===== src/rtl/acc_8bit_dual_if.sv =====
// Bundle of the product/bias beat stream and the requantised result stream
// between the dual multiplier, the accumulator and its downstream consumer.
// Ports: master = producer/consumer side (drives beats and o_ready), slave = the accumulator.
interface acc_8bit_dual_if;
  logic signed [15:0] prod_ac;
  logic signed [15:0] prod_bc;
  logic signed [15:0] bias_ac;
  logic signed [15:0] bias_bc;
  logic               i_valid;
  logic               i_last;
  logic               i_ready;
  logic signed [7:0]  out_ac;
  logic signed [7:0]  out_bc;
  logic               o_valid;
  logic               o_ready;
  logic               o_len_err;

  modport master (
    output prod_ac, prod_bc, bias_ac, bias_bc, i_valid, i_last, o_ready,
    input  i_ready, out_ac, out_bc, o_valid, o_len_err
  );

  modport slave (
    input  prod_ac, prod_bc, bias_ac, bias_bc, i_valid, i_last, o_ready,
    output i_ready, out_ac, out_bc, o_valid, o_len_err
  );
endinterface


===== src/rtl/acc_8bit_dual.sv =====
// Dual-channel vector accumulator: sums signed 16-bit products plus a per-vector bias,
// then requantises each sum to int8 (round-half-up shift + saturate) at vector end.
// Ports: clk, rst_n (async active-low), bus (acc_8bit_dual_if.slave: beat input, result output).
// Latency: result valid the cycle after the terminating beat; i_ready = ~o_valid | o_ready.
// Optional macro ACC_DUAL_RELU_EN: clamp negative results to 0 after saturation.
module acc_8bit_dual #(
  parameter int ACC_WIDTH = 24,
  parameter int OUT_SHIFT = 7,
  parameter int MAX_LEN   = 256
) (
  input  logic           clk,
  input  logic           rst_n,
  acc_8bit_dual_if.slave bus
);

  localparam int CNT_W = $clog2(MAX_LEN + 1);
  localparam int WW    = ACC_WIDTH + 1;

  // Rounding constant for the extra-wide add; zero when no shift is applied.
  localparam logic signed [WW-1:0] RND =
    (OUT_SHIFT > 0) ? (WW'(1) << ((OUT_SHIFT > 0) ? OUT_SHIFT - 1 : 0)) : '0;
  localparam logic signed [WW-1:0] SAT_MAX = WW'(127);
  localparam logic signed [WW-1:0] SAT_MIN = -WW'(128);

  typedef enum logic {ACCUM = 1'b0, HOLD = 1'b1} state_t;

  state_t                      r_state;
  logic signed [ACC_WIDTH-1:0] r_acc_ac;
  logic signed [ACC_WIDTH-1:0] r_acc_bc;
  logic        [CNT_W-1:0]     r_cnt;
  logic signed [7:0]           r_out_ac;
  logic signed [7:0]           r_out_bc;
  logic                        r_len_err;

  logic                        w_accept;
  logic                        w_xfer;
  logic                        w_first;
  logic                        w_force;
  logic                        w_term;
  logic signed [ACC_WIDTH-1:0] w_base_ac;
  logic signed [ACC_WIDTH-1:0] w_base_bc;
  logic signed [ACC_WIDTH-1:0] w_next_ac;
  logic signed [ACC_WIDTH-1:0] w_next_bc;

  // The rounding add is one bit wider than the accumulator so it cannot wrap.
  function automatic logic signed [7:0] requant(input logic signed [ACC_WIDTH-1:0] v);
    logic signed [WW-1:0] wide;
    logic signed [WW-1:0] shr;
    logic signed [7:0]    sat;
    wide = WW'(v) + RND;
    shr  = wide >>> OUT_SHIFT;
    if (shr > SAT_MAX) begin
      sat = 8'sh7F;
    end else if (shr < SAT_MIN) begin
      sat = 8'sh80;
    end else begin
      sat = shr[7:0];
    end
`ifdef ACC_DUAL_RELU_EN
    if (sat[7]) begin
      sat = 8'sh00;
    end
`endif
    return sat;
  endfunction

  assign bus.i_ready   = (r_state == ACCUM) | bus.o_ready;
  assign bus.o_valid   = (r_state == HOLD);
  assign bus.out_ac    = r_out_ac;
  assign bus.out_bc    = r_out_bc;
  assign bus.o_len_err = r_len_err;

  assign w_accept = bus.i_valid & bus.i_ready;
  assign w_xfer   = bus.o_valid & bus.o_ready;
  assign w_first  = (r_cnt == '0);
  assign w_force  = (r_cnt == CNT_W'(MAX_LEN - 1));
  assign w_term   = bus.i_last | w_force;

  // First beat of a vector starts from the bias instead of the running sum.
  assign w_base_ac = w_first ? ACC_WIDTH'(bus.bias_ac) : r_acc_ac;
  assign w_base_bc = w_first ? ACC_WIDTH'(bus.bias_bc) : r_acc_bc;
  assign w_next_ac = w_base_ac + ACC_WIDTH'(bus.prod_ac);
  assign w_next_bc = w_base_bc + ACC_WIDTH'(bus.prod_bc);

  always_ff @(posedge clk or negedge rst_n) begin
    if (!rst_n) begin
      r_state   <= ACCUM;
      r_acc_ac  <= '0;
      r_acc_bc  <= '0;
      r_cnt     <= '0;
      r_out_ac  <= '0;
      r_out_bc  <= '0;
      r_len_err <= 1'b0;
    end else begin
      if (w_accept) begin
        if (w_term) begin
          r_out_ac <= requant(w_next_ac);
          r_out_bc <= requant(w_next_bc);
          r_acc_ac <= '0;
          r_acc_bc <= '0;
          r_cnt    <= '0;
          if (!bus.i_last) begin
            r_len_err <= 1'b1;
          end
        end else begin
          r_acc_ac <= w_next_ac;
          r_acc_bc <= w_next_bc;
          r_cnt    <= r_cnt + CNT_W'(1);
        end
      end
      // A new result loading in the same cycle as a transfer keeps HOLD.
      if (w_accept && w_term) begin
        r_state <= HOLD;
      end else if (w_xfer) begin
        r_state <= ACCUM;
      end
    end
  end

endmodule


===== src/flat_wrapper.sv =====
// flat-port wrapper written by rule: the top's interface ports become plain ports
module acc_8bit_dual_flat 
#(
  parameter int ACC_WIDTH = 24,
  parameter int OUT_SHIFT = 7,
  parameter int MAX_LEN   = 256
)
  (clk, rst_n, bus_prod_ac, bus_prod_bc, bus_bias_ac, bus_bias_bc, bus_i_valid, bus_i_last, bus_o_ready, bus_i_ready, bus_out_ac, bus_out_bc, bus_o_valid, bus_o_len_err);
  acc_8bit_dual_if bus_i ();
  input  logic clk;
  input  logic rst_n;
  input wire logic [$bits(bus_i.prod_ac)-1:0] bus_prod_ac;
  input wire logic [$bits(bus_i.prod_bc)-1:0] bus_prod_bc;
  input wire logic [$bits(bus_i.bias_ac)-1:0] bus_bias_ac;
  input wire logic [$bits(bus_i.bias_bc)-1:0] bus_bias_bc;
  input wire logic [$bits(bus_i.i_valid)-1:0] bus_i_valid;
  input wire logic [$bits(bus_i.i_last)-1:0] bus_i_last;
  input wire logic [$bits(bus_i.o_ready)-1:0] bus_o_ready;
  output wire logic [$bits(bus_i.i_ready)-1:0] bus_i_ready;
  output wire logic [$bits(bus_i.out_ac)-1:0] bus_out_ac;
  output wire logic [$bits(bus_i.out_bc)-1:0] bus_out_bc;
  output wire logic [$bits(bus_i.o_valid)-1:0] bus_o_valid;
  output wire logic [$bits(bus_i.o_len_err)-1:0] bus_o_len_err;
  assign bus_i.prod_ac = bus_prod_ac;
  assign bus_i.prod_bc = bus_prod_bc;
  assign bus_i.bias_ac = bus_bias_ac;
  assign bus_i.bias_bc = bus_bias_bc;
  assign bus_i.i_valid = bus_i_valid;
  assign bus_i.i_last = bus_i_last;
  assign bus_i.o_ready = bus_o_ready;
  assign bus_i_ready = bus_i.i_ready;
  assign bus_out_ac = bus_i.out_ac;
  assign bus_out_bc = bus_i.out_bc;
  assign bus_o_valid = bus_i.o_valid;
  assign bus_o_len_err = bus_i.o_len_err;
  acc_8bit_dual #(.ACC_WIDTH(ACC_WIDTH), .OUT_SHIFT(OUT_SHIFT), .MAX_LEN(MAX_LEN)) u_core (.clk(clk), .rst_n(rst_n), .bus(bus_i));
endmodule

===== config.mk =====
export PLATFORM = sky130hd
export DESIGN_NAME = acc_8bit_dual_flat
export DESIGN_NICKNAME = d
export VERILOG_FILES = /design/src/rtl/acc_8bit_dual_if.sv /design/src/rtl/acc_8bit_dual.sv /design/src/flat_wrapper.sv
export SDC_FILE = /design/constraint.sdc
export NUM_CORES = 1
export LEC_CHECK = 0
export CAP_MARGIN = 0
export CORE_MARGIN = 1
export CORE_UTILIZATION = 44
export CTS_CLUSTER_DIAMETER = 60
export DETAILED_ROUTE_END_ITERATION = 16
export PLACE_DENSITY = 0.66
export SYNTH_ARGS = -nofsm -noshare
export SYNTH_HDL_FRONTEND = slang
export SYNTH_SLANG_ARGS = --single-unit
export TNS_END_PERCENT = 30

===== constraint.sdc =====
create_clock -name clk -period 9.2 [get_ports clk]
set_input_delay 1.84 -clock clk [delete_from_list [all_inputs] [get_ports clk]]
set_output_delay 1.84 -clock clk [all_outputs]
set_load 0.05 [all_outputs]

# Word level (Yosys, flattened, before mapping)
# Index checks and enable logic that the tools add are counted.
# W data, S select, Z words.
[op_classes]
n_eq_ne = 1
n_reduce_logical = 5
addsub = 5
bitwise_logic = 6
mux = 11
magnitude_cmp = 4
[op_table]
columns = ["cell", "count"]
rows = [
  ["$mux W24", 4],
  ["$add A24 B8 Y25 const B", 2],
  ["$add A24 B16 Y24", 2],
  ["$gt A18 B8 Y1 const B", 2],
  ["$lt A18 B8 Y1 const B", 2],
  ["$mux W8", 4],
  ["$add A9 B1 Y9 const B", 1],
  ["$eq A9 B8 Y1 const B", 1],
  ["$logic_not A9 Y1", 1],
  ["$mux W9", 1],
  ["$reduce_and A3 Y1", 1],
  ["$and A1 B1 Y1", 2],
  ["$mux W1", 2],
  ["$not A1 Y1", 2],
  ["$or A1 B1 Y1", 2],
  ["$reduce_and A2 Y1", 1],
  ["$reduce_bool A2 Y1", 1],
  ["$logic_and A1 B1 Y1", 1],
]
[totals]
inputBits = 69
word_cells = 39
ff_bits = 75
out_inout_bits = 19

# Longest topological paths before layout
# Gate-level depths: netlist (run 1).
[depth]
word_depth = 7
ltp_mapped = 23

# Worst setup path before layout (run 1)
# No wires, ideal clock.
[synth_path]
kind = "input-to-reg"
startpoint = "in bus_bias_ac[5]"
endpoint = "reg u_core.r_out_ac[0], in the netlist u_core.bus.out_ac[0]"
n_path_buf = 0
slack_ns = 3.567
required_time_ns = 9.074
arrival_time_ns = 5.507
stages = 13
path_cell_list = "mux2_2 > ha_1 > and2_4 > a221o_1 > o31a_1 > a2111oi_4 > o21ai_2 > xor2_1 > nand3_1 > or4_4 > o21ai_2 > a21oi_4 > a221o_1"
[synth_via]
elab_chain_len = 6
word_cells_on_any_way = 7
classes_between = "add/sub (2); order compare (2); mux (3)"
[synth_rtl]
columns = ["item", "line_no", "source"]
rows = [
  ["start: declaration", "flat_wrapper.sv:14", "input wire logic [$bits(bus_i.bias_ac)-1:0] bus_bias_ac;"],
  ["$mux W24 (*)", "acc_8bit_dual.sv:80", "assign w_base_ac = w_first ? ACC_WIDTH'(bus.bias_ac) : r_acc_ac;"],
  ["$add A24 B16 Y24 (*)", "acc_8bit_dual.sv:82", "assign w_next_ac = w_base_ac + ACC_WIDTH'(bus.prod_ac);"],
  ["$add A24 B8 Y25 (*)", "acc_8bit_dual.sv:50", "wide = WW'(v) + RND;"],
  ["$lt A18 B8 Y1", "acc_8bit_dual.sv:54", "end else if (shr < SAT_MIN) begin"],
  ["$mux W8", "acc_8bit_dual.sv:54", ""],
  ["$mux W8 (*)", "acc_8bit_dual.sv:52", "if (shr > SAT_MAX) begin"],
  ["end signal: assignment", "acc_8bit_dual.sv:97", "r_out_ac <= requant(w_next_ac);"],
  ["end: declaration", "acc_8bit_dual.sv:31", "logic signed [7:0] r_out_ac;"],
]
# Every way passes the cells marked *; elsewhere a longest branch is shown, timed or not.
# A chain may end at the register's enable or synchronous reset.

# Worst setup path in the final report (run 1)
[layout_path]
startpoint = "reg u_core.r_cnt[0]"
endpoint = "reg u_core.r_out_ac[5], in the netlist u_core.bus.out_ac[5]"
[layout_via]
elab_chain_len = 7
word_cells_on_any_way = 11
classes_between = "add/sub (2); order compare (2); eq/ne (1); mux (3); bitwise (1); reduce/logical (2)"
[layout_rtl]
columns = ["item", "line_no", "source"]
rows = [
  ["start: declaration", "acc_8bit_dual.sv:30", "logic [CNT_W-1:0] r_cnt;"],
  ["start signal: assignment", "acc_8bit_dual.sv:108", "r_cnt <= r_cnt + CNT_W'(1);"],
  ["$logic_not A9 Y1", "acc_8bit_dual.sv:75", "assign w_first = (r_cnt == '0);"],
  ["$mux W24", "acc_8bit_dual.sv:80", ""],
  ["$add A24 B16 Y24", "acc_8bit_dual.sv:82", ""],
  ["$add A24 B8 Y25", "acc_8bit_dual.sv:50", ""],
  ["$lt A18 B8 Y1", "acc_8bit_dual.sv:54", ""],
  ["$mux W8", "acc_8bit_dual.sv:54", ""],
  ["$mux W8", "acc_8bit_dual.sv:52", ""],
]
# Several ways; a longest one is shown, not always the timed one.

==> results of run 1 <==
cells by family after synthesis:
group	Yosys count	share of synthesized area
fa+ha+maj	57	0.1046
compound gates	263	0.2736
mux	33	0.05285
xor+xnor	57	0.07550
buf+inv	44	0.02750
flops	75	0.2696
simple gates	251	0.1963
stage by stage:
step,power [mW],utilization
2_1_floorplan,2.084,-
3_3_place_gp,2.529,0.5225
3_5_place_dp,2.570,0.5225
4_1_cts,2.975,0.5432
5_1_grt,3.203,0.5432
6_report,2.987,0.5432
area by class of cell:
class | count | area (µm²)
clock buffers | 9 | 225.2
clock inverters | 7 | 92.59
fillers | 1400 | 6995
inverters | 16 | 60.06
multi-input cells | 661 | 4902
flip-flops and latches | 75 | 1877
well taps | 211 | 264.0
repair buffers | 91 | 898.4
path summary, 6_finish.rpt:
path,to,startpoint
max in group asynchronous,u_core.r_cnt[4]$_DFFE_PN0P_,rst_n
worst max-delay path,u_core.bus.out_ac[5]$_DFFE_PN0P_,u_core.r_cnt[0]$_DFFE_PN0P_
worst max register to register,u_core.bus.out_ac[5]$_DFFE_PN0P_,u_core.r_cnt[0]$_DFFE_PN0P_
worst min-delay path,u_core.bus.o_len_err$_DFFE_PN0P_,u_core.bus.o_len_err$_DFFE_PN0P_
min in group asynchronous,u_core.r_acc_bc[21]$_DFFE_PN0P_,rst_n
worst min register to register,u_core.bus.o_len_err$_DFFE_PN0P_,u_core.bus.o_len_err$_DFFE_PN0P_
report_power, final:
part | switching (mW) | leakage, nW | internal [mW]
Sequential | 0.0848 | 0.958 | 0.459
Clock | 0.153 | 0.147 | 0.237
Combinational | 1.24 | 2.49 | 0.816
Total | 1.48 | 3.60 | 1.51
sequential cells by signal, summed over array words and instances (netlist names):
signal	count
u_core.bus.out_bc	8
u_core.r_acc_ac	24
u_core.r_cnt	9
u_core.bus.o_len_err	1
u_core.bus.o_valid	1
u_core.bus.out_ac	8
u_core.r_acc_bc	24
cells in the final DEF, fill, tap and decap left out, types with 11 or more instances in the layout:
| cell | n |
|---|---|
| sky130_fd_sc_hd__xnor2_1 | 29 |
| sky130_fd_sc_hd__ha_1 | 55 |
| sky130_fd_sc_hd__nand3_1 | 17 |
| sky130_fd_sc_hd__clkdlybuf4s50_1 | 86 |
| sky130_fd_sc_hd__inv_1 | 16 |
| sky130_fd_sc_hd__o211ai_1 | 11 |
| sky130_fd_sc_hd__o21ai_0 | 48 |
| sky130_fd_sc_hd__dfrtp_1 | 75 |
| sky130_fd_sc_hd__mux2_2 | 30 |
| sky130_fd_sc_hd__a21oi_1 | 48 |
| sky130_fd_sc_hd__a22o_1 | 29 |
| sky130_fd_sc_hd__nor2_1 | 54 |
| sky130_fd_sc_hd__nand2_1 | 69 |
| sky130_fd_sc_hd__o21a_1 | 14 |
| sky130_fd_sc_hd__xor2_1 | 26 |
| sky130_fd_sc_hd__a21o_1 | 33 |
critical path, stage by stage (launching register included):
cell and delay (ns):
sky130_fd_sc_hd__dfrtp_1 0.42, sky130_fd_sc_hd__inv_1 0.07, sky130_fd_sc_hd__ha_1 0.13, sky130_fd_sc_hd__nor4b_1 0.50, sky130_fd_sc_hd__nand2_2 0.50, sky130_fd_sc_hd__buf_4 0.42, sky130_fd_sc_hd__mux2_2 0.31, sky130_fd_sc_hd__ha_1 0.20
sky130_fd_sc_hd__inv_1 0.07, sky130_fd_sc_hd__fa_1 0.19, sky130_fd_sc_hd__and2b_1 0.21, sky130_fd_sc_hd__o211a_1 0.28, sky130_fd_sc_hd__o31a_1 0.39, sky130_fd_sc_hd__a2111oi_4 0.52, sky130_fd_sc_hd__o21ai_2 0.16, sky130_fd_sc_hd__xor2_1 0.34
sky130_fd_sc_hd__nand3_1 0.27, sky130_fd_sc_hd__or4_4 0.62, sky130_fd_sc_hd__o21ai_2 0.19, sky130_fd_sc_hd__a21oi_4 0.11, sky130_fd_sc_hd__a221o_1 0.28
per-layer routing:
metal | track usage | wire [µm]
met1 | 0.3288 | 9328
met2 | 0.4054 | 8884
met3 | 0.04967 | 1019
met4 | 0.07820 | 368
met5 | 0 | 0
==> results by stage, run 1 <==
Synth:
- The count of flip-flops with a built-in enable after synthesis is 0.
- Synthesis produced a netlist with a net count of 906.
- The commonest cells after synthesis are sky130_fd_sc_hd__dfrtp_1 (75), sky130_fd_sc_hd__nand2_1 (71), sky130_fd_sc_hd__ha_1 (55).
- The most used standard cell by instance count after synthesis is sky130_fd_sc_hd__dfrtp_1.
- Summed over all instances, the cell type with the most area after synthesis is sky130_fd_sc_hd__dfrtp_1.
- The fraction of registers with async set or reset after synthesis is 1.000.
- Synthesis inferred 75 register bits.
- After synthesis the cells add up to 0.006960 mm².
- By area the synthesized netlist is led by sky130_fd_sc_hd__dfrtp_1 (27%), sky130_fd_sc_hd__ha_1 (9.9%), sky130_fd_sc_hd__mux2_2 (4.9%).
- The synthesis warning total is 0.
- After synthesis, the netlist uses 87 different library cells.
- The predominant post-synthesis flop cell is sky130_fd_sc_hd__dfrtp_1.
- The instance count of the mapped netlist is 780.
- The average cell area after synthesis is 8.924 µm².
- The sequential share of the synthesized area is 0.2696.
- Of the post-synthesis cell area, the dominant cell type holds 0.2696.

STA:
- The minimum setup slack in the final design is 2.870 ns.
- The measured slew at the worst slew-check pin is 1.262 ns.
- The final max-slew violation count is 0.
- Headroom to the max-slew limit came out at 0.1540.
- The worst hold slack is 0.4690 ns.
- The worst setup skew after layout is 0.01048 ns.
- Subtracting the final worst setup slack from the clock period gives 6.330 ns.
- Of the available clock period, the critical path in the final layout requires 0.6880.
- Setup repair after global routing left no endpoint under its margin.
- The maximum clock frequency is 0.1580 GHz.
- The number of hold-slack violations in the final timing report came to 0.
- The final setup violation count is 0.
- The aggregate negative setup slack is 0 ns.

Critical path:
- The data required time of the critical path is 9.43 ns.
- The depth of the worst register-to-register path is 20.
- The worst setup path is launched from a flop.
- The critical path is of the flop to flop type.
- STA classifies the critical path endpoint as a flop.
- The arrival time of the worst setup path is 6.56 ns.
- Along the worst path, the maximum fanout reaches 27.
- Across all register-to-register paths, the minimum setup slack is 2.87 ns.

Clock tree:
- The total number of clock tree sinks is 75.
- The TritonCTS buffer count is 9.
- The post-cts gate resize count is 0.
- The clock root buffer is sky130_fd_sc_hd__clkbuf_16.
- The maximum root-to-sink buffer count is 2.
- Post-CTS timing repair inserted 0 buffers for setup.
- TritonCTS built the clock tree.
- The number of buffers inserted for hold repair after clock tree synthesis is 0.
- Clock latency on the worst-skew pair, taken at its later pin, is 0.35 ns.
- The H-tree was split into 3 levels.
- After clock tree synthesis, the clock-pin slew on the worst setup and hold paths is 0.06 ns.

Outcome:
- The flow ran to the end, and the final reports show no timing, DRC or antenna violations.

Place:
- Counting tap cells, the placed design contains a total of 1054 instances.
- Input and output buffers added on the ports amount to 87.
- The wire-length estimate of the detail-placed layout is 14450 µm.
- The setup slack at placement is 2.797 ns.
- After detailed placement, the total cell area comes to 0.008001 mm².
- The global placer's final weighted congestion is 0.9273.

Routing:
- For this run, design rule violations remaining after detail routing come to 0.
- The first-iteration detailed-routing DRC count is 453.
- The first-pass iteration count of the detailed router is 5.
- Dividing the detail-routed wire length by the instance count gives 18.32 µm.
- The total length of routed wires is 19600 µm.
- Summing over every cut layer, the via total after detailed routing is 6477.
- The post-detailed-route count of antenna-violating nets is 0.
- After detailed routing, the number of vias per cell comes to 6.053.

Die:
- The die is 127.8 µm tall.
- The initial utilization of the core area, before any placement, comes to 0.4545.
- The number of rows created at floorplan is 45.
- The number of top-level design ports is 88.
- Measured along the x axis, the die boundary spans 127.8 µm.
- In this run the standard cell core region covers 0.01531 mm².
- The area of the die is 0.01633 mm².

Cells and area:
- The cell area after layout is 0.008319 mm².
- The proportion of layout cells with a drive suffix above 1 is 0.1001.
- 0 antenna diodes ended up in the layout.
- The final non-filler cell total is 1070.
- The final net count is 980.
- The area overhead of the layout relative to synthesis is 19.52%.

GRT:
- The number of antenna violations at the first check in global routing is 0.
- In the global route stage, overall resource usage came out at 0.2480.
- Entering global routing, the biggest net connects 76 pins.
- The final global-route overflow total is 0.
- The number of global-route vias before repair is 6353.
- The wire length of the first global-routing pass is 32000 µm.

Hold path:
- The number of cells on the worst hold path is 1.
- The path class of the tightest hold or removal check is flop to flop.

Power:
- The worst vdd rail ir drop is 156.9 µV.
- Dividing total power by cell area gives a power density of 359.1 mW/mm².
- The leakage dissipation is 3.600 nW.

Run:
- Across the run, the number of max-cap violations was 0.
Power figures use the tool's default switching activity.
==> inputs of run 2 (changes only) <==
==> constraint.sdc (replaced) <==
create_clock -name clk -period 6.42 [get_ports clk]
set_input_delay 1.284 -clock clk [delete_from_list [all_inputs] [get_ports clk]]
set_output_delay 1.284 -clock clk [all_outputs]
set_load 0.05 [all_outputs]
==> run 2 against run 1 <==
Wire length grew 0.66%. Clock-buffer cell count grew 3. Clock skew is 0.00067 ns lower. First-iteration DRC count is 12% higher. Final cell count is 0.28% higher. Cell area fell by 0.17%. Critical path type unchanged.
==> results by stage, run 2 (synthesized netlist as in run 1, its figures left out) <==
STA:
- The final max-slew violation count is 0 (unchanged).
- The maximum clock frequency is 0.1700 GHz (was 0.1580 GHz).
- The worst slew margin relative to its limit came to 0.1761 (was 0.1540).
- The number of hold-slack violations in the final timing report came to 0 (unchanged).
- The aggregate negative setup slack was 0 ns (unchanged).
- The worst hold slack is 0.4532 ns (was 0.4690 ns).
- The worst setup skew after layout is 0.009812 ns (was 0.01048 ns).
- The final setup violation count came to 0 (unchanged).
- The measured slew at the worst slew-check pin is 1.232 ns (was 1.262 ns).
- The minimum period implied by the final worst setup slack is 5.881 ns (was 6.330 ns).
- The post-route clock period utilization was 0.9161 (was 0.6880).
- Setup repair after global routing missed its margin: no (unchanged).

Critical path:
- The slack of the worst reg-to-reg path is 0.54 ns (was 2.87 ns).
- The critical-path cell with the highest stage delay was sky130_fd_sc_hd__nor3_1 (was sky130_fd_sc_hd__or4_4).
- The timing endpoint of the critical path is u_core.bus.out_bc[0]$_DFFE_PN0P_ (was u_core.bus.out_ac[5]$_DFFE_PN0P_).
- The critical setup path kind was flop to flop (unchanged).
- The number of buffer and inverter instances along the worst setup path came to 2 (was 3).
- The depth of the worst register-to-register path is 19 (was 20).
- The end of the worst register-to-register path is u_core.bus.out_bc[0]$_DFFE_PN0P_ (was u_core.bus.out_ac[5]$_DFFE_PN0P_).
- The data required time of the critical path is 6.65 ns (was 9.43 ns).
- The largest stage delay on the critical path was 0.51 ns (was 0.62 ns).
- The critical-path maximum fanout is 34 (was 27).
- The type of destination of the critical path is a flop (unchanged).
- The cell family with the largest share of critical-path delay is simple AND/OR/NAND/NOR gates (unchanged).
- The logic depth of the worst setup path including buffers is 19 (was 20).
- The startpoint of the most critical register-to-register path is u_core.r_cnt[0]$_DFFE_PN0P_ (unchanged).
- The type of origin of the critical path is a flop (unchanged).
- The origin of the worst setup path was u_core.r_cnt[0]$_DFFE_PN0P_ (unchanged).
- Worst-path cell chain: inv_1, ha_1, nor4b_1, nand2_2, buf_4, mux2_2, ha_1, nand2_1, a211oi_1, a211oi_1, o31ai_1, xor2_1, nand4_1, nor3_1, nand2_1, nor4_1, a21oi_1, o31a_1, o22a_1 (was inv_1, ha_1, nor4b_1, nand2_2, buf_4, mux2_2, ha_1, inv_1, fa_1, and2b_1, o211a_1, o31a_1, a2111oi_4, o21ai_2, xor2_1, nand3_1, or4_4, o21ai_2, a21oi_4, a221o_1).
- The arrival time of the worst setup path is 6.11 ns (was 6.56 ns).

Routing:
- The first-iteration detailed-routing DRC count came to 507 (was 453).
- The via density per instance is 6.076 (was 6.053).
- The number of vias after detailed routing is 6520 (was 6477).
- The average wire length per cell after detail routing is 18.39 µm (was 18.32 µm).
- The total length of routed wires was 19730 µm (was 19600 µm).
- The post-detailed-route count of antenna-violating nets is 0 (unchanged).
- The DRC violations left is 0 (unchanged).
- The first-pass iteration count of the detailed router is 5 (unchanged).

Power:
- The worst vdd rail ir drop is 187.2 µV (was 156.9 µV).
- The total chip power is 4.243 mW (was 2.987 mW).
- The switching part of the total is 0.4991 (was 0.4941).
- The share of total power in the clock network is 0.118 (was 0.130).
- The internal power contribution is 2.125 mW (was 1.511 mW).
- The sequential group share of total power is 0.184 (was 0.182).
- The power per standard cell area is 510.9 mW/mm² (was 359.1 mW/mm²).
- The total net switching power is 2.118 mW (was 1.476 mW).
- The share of power burned in combinational logic is 0.697 (was 0.688).
- The leakage dissipation is 3.602 nW (was 3.600 nW).

Die:
- The number of rows created at floorplan came to 45 (unchanged).
- The core box area is 0.01531 mm² (unchanged).
- The number of top-level design ports was 88 (unchanged).
- The floorplan die width is 127.8 µm (unchanged).
- The area of the die is 0.01633 mm² (unchanged).
- The die height was 127.8 µm (unchanged).
- The starting density of the core was 0.4545 (unchanged).

Cells and area:
- The proportion of layout cells with a drive suffix above 1 is 0.1021 (was 0.1001).
- The final net count is 983 (was 980).
- The commonest non-fill, non-tap cell in the layout is sky130_fd_sc_hd__clkdlybuf4s50_1 (unchanged).
- The cell area after layout is 0.008305 mm² (was 0.008319 mm²).
- Largest registers: u_core.r_acc_ac (24), u_core.r_acc_bc (24), u_core.r_cnt (9) (unchanged).
- The number of antenna repair diodes came to 0 (unchanged).
- The area overhead of the layout relative to synthesis is 19.32% (was 19.52%).
- Commonest non-fill, non-tap cells in the layout: sky130_fd_sc_hd__clkdlybuf4s50_1 (86), sky130_fd_sc_hd__dfrtp_1 (75), sky130_fd_sc_hd__nand2_1 (69) (unchanged).

Clock tree:
- The number of buffers inserted for hold repair after clock tree synthesis is 0 (unchanged).
- The clock root buffer is sky130_fd_sc_hd__clkbuf_16 (unchanged).
- The post-CTS setup repair buffer count was 0 (unchanged).
- The post-cts gate resize count is 0 (unchanged).
- The clock-pin transition on the worst setup and hold timing paths is 0.06 ns (about the same).
- The maximum root-to-sink buffer count is 2 (unchanged).
- The total number of clock tree sinks is 75 (unchanged).
- The TritonCTS clock tree is done (unchanged).
- The clock insertion delay at the later pin of the skew report is 0.35 ns (about the same).
- The maximum level of the CTS H-tree is 3 (unchanged).
- The TritonCTS buffer count was 9 (unchanged).

Place:
- The half-perimeter wire length after detailed placement is 14490 µm (was 14450 µm).
- The area after detailed placement is 0.008024 mm² (was 0.008001 mm²).
- The global placer's final weighted congestion is 0.8749 (was 0.9273).
- The number of buffers inserted by port buffering is 87 (unchanged).

GRT:
- The number of global-route vias before repair is 6420 (was 6353).
- The global routing usage summed across all routing layers is 0.2514 (was 0.2480).
- The wire length of the first global-routing pass is 32570 µm (was 32000 µm).
- The number of antenna violations at the first check in global routing is 0 (unchanged).
- The maximum number of pins on one net before global-route repair is 76 (unchanged).
- The final global-route overflow total came to 0 (unchanged).

Outcome:
- Status: completed (unchanged).

Hold path:
- The class of the tightest hold or removal check is flop to flop (unchanged).

Run:
- The max-capacitance violation count is 0 (unchanged).
## run 2: cell count changes in the layout (fill, tap and decap cells not counted), sizes merged
| cell | previous run | this run |
|---|---|---|
| clkinvlp | 3 | 2 |
| buf | 5 | 8 |
| bufinv | 2 | 0 |
| clkbuf | 9 | 12 |
## run 2: layout make-up
cell class	count	area [µm²]
inverter	16	60.06
clock buffer	12	256.5
tap	211	264.0
fill	1418	7009
timing repair buffer	94	920.9
multi-input combinational	661	4902
clock inverter	4	25.02
sequential	75	1877
## run 2: worst min-delay path by stage
stage	endpoint	from	slack, ns	cells past startpoint
after floorplan	u_core.r_acc_ac[11]$_DFFE_PN0P_	u_core.r_acc_ac[11]$_DFFE_PN0P_	0.44	2
after global placement	u_core.bus.o_len_err$_DFFE_PN0P_	u_core.bus.o_len_err$_DFFE_PN0P_	0.44	1
after detailed placement	u_core.bus.o_len_err$_DFFE_PN0P_	u_core.bus.o_len_err$_DFFE_PN0P_	0.44	1
after CTS	u_core.bus.o_len_err$_DFFE_PN0P_	u_core.bus.o_len_err$_DFFE_PN0P_	0.46	1
after global routing	u_core.bus.o_len_err$_DFFE_PN0P_	u_core.bus.o_len_err$_DFFE_PN0P_	0.48	1
final	u_core.bus.o_len_err$_DFFE_PN0P_	u_core.bus.o_len_err$_DFFE_PN0P_	0.45	1
## run 2: per-layer routing
layer	vias up	wire (µm)	GRT usage	part of all wire
li1	3097	-	-	-
met1	3195	9263	0.3421	0.47
met2	198	9074	0.4025	0.46
met3	30	1053	0.04758	0.053
met4	0	339	0.07958	0.017
met5	-	0	0	0
## run 2: power groups by stage
stage          Sequential, mW  Clock (mW)  Combinational, mW
2_1_floorplan           0.910           0               2.08
3_3_place_gp            0.779           0               2.85
3_5_place_dp            0.783           0               2.92
4_1_cts                 0.782       0.510               2.93
5_1_grt                 0.803       0.528               3.23
6_report                0.782       0.502               2.96
## run 2: metrics by stage
| step | setup slack [ns] | instances | utilization |
|---|---|---|---|
| after global placement | 0.7048 | 1057 | 0.5239 |
| after floorplan | 1.009 | 780 | - |
| after global routing | 0.01253 | 1073 | 0.5423 |
| after CTS | 0.5961 | 1073 | 0.5423 |
| after detailed placement | 0.5672 | 1057 | 0.5239 |
| final | 0.5388 | 1073 | 0.5423 |
==> inputs of run 3 (changes only) <==
--- a/config.mk
+++ b/config.mk
@@ -7,10 +7,9 @@
 export LEC_CHECK = 0
 export CAP_MARGIN = 0
 export CORE_MARGIN = 1
-export CORE_UTILIZATION = 44
+export CORE_UTILIZATION = 30
 export CTS_CLUSTER_DIAMETER = 60
 export DETAILED_ROUTE_END_ITERATION = 16
-export PLACE_DENSITY = 0.66
 export SYNTH_ARGS = -nofsm -noshare
 export SYNTH_HDL_FRONTEND = slang
 export SYNTH_SLANG_ARGS = --single-unit
==> run 3 against run 2 <==
Clock-buffer cell count is 3 lower. Clock power is 6.0% lower. Utilization is 17 points lower. Global-route usage is 8.1 points lower. Wire length is 0.59% lower. Total power is 0.51% higher. Critical path type unchanged.
==> results by stage, run 3 (synthesized netlist as in run 1, its figures left out) <==
Critical path:
- Worst-path cell chain: inv_1, ha_1, nor4b_1, nand2_2, mux2_2, ha_1, and2_4, a221o_1, o31a_1, a2111oi_4, o21ai_2, xor2_1, nand3_1, or4_4, o21ai_2, a21oi_4, a221o_1 (was inv_1, ha_1, nor4b_1, nand2_2, buf_4, mux2_2, ha_1, nand2_1, a211oi_1, a211oi_1, o31ai_1, xor2_1, nand4_1, nor3_1, nand2_1, nor4_1, a21oi_1, o31a_1, o22a_1).
- The depth of the worst register-to-register path is 17 (was 19).
- The critical setup path kind is flop to flop (unchanged).
- The critical-path maximum fanout is 16 (was 34).
- The startpoint of the most critical register-to-register path is u_core.r_cnt[0]$_DFFE_PN0P_ (unchanged).
- The arrival time of the worst setup path came to 6.00 ns (was 6.11 ns).
- The end of the worst register-to-register path is u_core.bus.out_ac[3]$_DFFE_PN0P_ (was u_core.bus.out_bc[0]$_DFFE_PN0P_).
- The type of destination of the critical path is a flop (unchanged).
- The largest stage delay on the critical path is 0.60 ns (was 0.51 ns).
- The type of origin of the critical path is a flop (unchanged).
- The data required time of the critical path is 6.64 ns (was 6.65 ns).
- The origin of the worst setup path is u_core.r_cnt[0]$_DFFE_PN0P_ (unchanged).
- The critical-path cell with the highest stage delay is sky130_fd_sc_hd__or4_4 (was sky130_fd_sc_hd__nor3_1).
- The slack of the worst reg-to-reg path is 0.64 ns (was 0.54 ns).

GRT:
- The final global-route overflow total came to 0 (unchanged).
- The number of global-route vias before repair came to 6177 (was 6420).
- The wire length of the first global-routing pass came to 32370 µm (was 32570 µm).
- The global routing usage summed across all routing layers is 0.1703 (was 0.2514).
- The number of antenna violations at the first check in global routing was 0 (unchanged).
- The maximum number of pins on one net before global-route repair is 76 (unchanged).

Clock tree:
- The clock root buffer is sky130_fd_sc_hd__clkbuf_16 (unchanged).
- The TritonCTS clock tree is done (unchanged).
- The TritonCTS buffer count came to 9 (unchanged).
- The number of buffers inserted for hold repair after clock tree synthesis is 0 (unchanged).
- The maximum level of the CTS H-tree came to 3 (unchanged).
- The post-cts gate resize count is 0 (unchanged).
- The clock insertion delay at the later pin of the skew report is 0.34 ns (was 0.35 ns).
- The post-CTS setup repair buffer count is 0 (unchanged).
- The total number of clock tree sinks was 75 (unchanged).
- The maximum root-to-sink buffer count is 2 (unchanged).
- The clock-pin transition on the worst setup and hold timing paths came to 0.06 ns (about the same).

Cells and area:
- The area overhead of the layout relative to synthesis came to 21.19% (was 19.32%).
- The commonest non-fill, non-tap cell in the layout is sky130_fd_sc_hd__clkdlybuf4s50_1 (unchanged).
- The number of filler cells placed in the layout is 2331 (was 1418).
- The number of antenna repair diodes is 0 (unchanged).
- Commonest non-fill, non-tap cells in the layout: sky130_fd_sc_hd__clkdlybuf4s50_1 (86), sky130_fd_sc_hd__dfrtp_1 (75), sky130_fd_sc_hd__nand2_1 (69) (unchanged).
- The final non-filler cell total is 1154 (was 1073).
- The final net count is 991 (was 983).
- Largest registers: u_core.r_acc_ac (24), u_core.r_acc_bc (24), u_core.r_cnt (9) (unchanged).
- The proportion of layout cells with a drive suffix above 1 is 0.1105 (was 0.1021).

Routing:
- The via density per instance is 5.425 (was 6.076).
- The DRC violations left was 0 (unchanged).
- The average wire length per cell after detail routing is 17.00 µm (was 18.39 µm).
- The first-iteration detailed-routing DRC count was 308 (was 507).
- The post-detailed-route count of antenna-violating nets came to 0 (unchanged).
- The total length of routed wires came to 19610 µm (was 19730 µm).
- The number of vias after detailed routing is 6260 (was 6520).
- The first-pass iteration count of the detailed router is 5 (unchanged).

STA:
- The worst slew margin relative to its limit was 0.3146 (was 0.1761).
- The post-route clock period utilization was 0.8998 (was 0.9161).
- The measured slew at the worst slew-check pin is 1.028 ns (was 1.232 ns).
- The worst setup skew after layout is 0.007973 ns (was 0.009812 ns).
- The number of hold-slack violations in the final timing report is 0 (unchanged).
- Setup repair after global routing missed its margin: no (unchanged).
- The aggregate negative setup slack is 0 ns (unchanged).
- The minimum period implied by the final worst setup slack is 5.777 ns (was 5.881 ns).
- The final max-slew violation count is 0 (unchanged).
- The final setup violation count is 0 (unchanged).
- The maximum clock frequency came to 0.1731 GHz (was 0.1700 GHz).

Die:
- The die height is 154.3 µm (was 127.8 µm).
- The number of rows created at floorplan came to 55 (was 45).
- The starting density of the core is 0.3065 (was 0.4545).
- The core box area is 0.02271 mm² (was 0.01531 mm²).
- The floorplan die width came to 154.3 µm (was 127.8 µm).
- The area of the die is 0.02381 mm² (was 0.01633 mm²).
- The number of top-level design ports is 88 (unchanged).

Place:
- The global placer's final weighted congestion was 0.8428 (was 0.8749).
- The cell count after placement was 1139 (was 1057).
- The number of buffers inserted by port buffering came to 87 (unchanged).
- The half-perimeter wire length after detailed placement is 14740 µm (was 14490 µm).

Power:
- The worst vdd rail ir drop was 176.2 µV (was 187.2 µV).
- The power per standard cell area is 505.6 mW/mm² (was 510.9 mW/mm²).
- The leakage dissipation is 3.639 nW (was 3.602 nW).

Hold path:
- The worst hold path startpoint is u_core.bus.o_len_err$_DFFE_PN0P_ (unchanged).
- The number of cells on the worst hold path is 1 (unchanged).
- The endpoint with the worst hold slack is u_core.bus.o_len_err$_DFFE_PN0P_ (unchanged).
- The class of the tightest hold or removal check is flop to flop (unchanged).

Run:
- The max-capacitance violation count was 0 (unchanged).

Outcome:
- Status: completed (unchanged).
==> run 3: cell types whose count changed in the layout (fill, tap and decap cells not counted), sizes merged <==
cell and delta:
clkinvlp -2, buf +8, clkbuf -3, clkinv +4
==> run 3: layout make-up <==
type / instances / area, µm² / share of cell area
Clock inverter: 6 / 33.78 / 0.004005
Multi-Input combinational cell: 661 / 4902 / 0.5811
Inverter: 16 / 60.06 / 0.007120
Timing Repair Buffer: 102 / 980.9 / 0.1163
Sequential cell: 75 / 1877 / 0.2225
Clock buffer: 9 / 225.2 / 0.02670
Tap cell: 285 / 356.6 / 0.04227
==> run 3: worst max-delay path by stage <==
| stage | end | slack (ns) | cells after the start |
|---|---|---|---|
| floorplan | u_core.bus.out_ac[0]$_DFFE_PN0P_ | 1.01 | 19 |
| global placement | u_core.bus.out_ac[0]$_DFFE_PN0P_ | 0.67 | 14 |
| detailed placement | u_core.bus.out_ac[5]$_DFFE_PN0P_ | 0.59 | 14 |
| CTS | u_core.bus.out_ac[5]$_DFFE_PN0P_ | 0.66 | 17 |
| global route | u_core.bus.out_bc[1]$_DFFE_PN0P_ | 0.10 | 19 |
| finish | u_core.bus.out_ac[3]$_DFFE_PN0P_ | 0.64 | 17 |
==> run 3: per-stage QoR <==
step,hold slack [ns],setup slack (ns),area [µm²],power [mW],utilization
6_report,0.4551,0.6435,8436,4.265,0.3715
5_1_grt,0.4981,0.1045,8436,4.613,0.3715
4_1_cts,0.4592,0.6610,8436,4.274,0.3715
3_5_place_dp,0.4443,0.5885,8177,3.781,0.3601
3_3_place_gp,0.4443,0.6690,8177,3.756,0.3601
2_1_floorplan,0.4444,1.009,6960,2.987,-
==> run 3: layer usage <==
metal / global-route usage / share of wire / vias up
li1: - / - / 3115
met1: 0.2319 / 0.50 / 2994
met2: 0.2745 / 0.45 / 129
met3: 0.03278 / 0.041 / 22
met4: 0.04620 / 0.017 / 0
met5: 0 / 0 / -
==> run 3: critical path, delay by kind of cell, from the launching register on <==
kind	cells	cell delay (ns)
xor gates and xnor gates	1	0.36
DFF	1	0.42
muxes	1	0.39
buffers and inverters	1	0.07
adders and majority gates	2	0.48
and+or+nand+nor	5	1.90
AOI/OAI and AO/OA	7	2.02
==> run 3: where the power goes <==
group	switching, mW	internal [mW]
Sequential	0.112	0.657
Clock	0.215	0.257
Combinational	1.78	1.24
Total	2.11	2.16
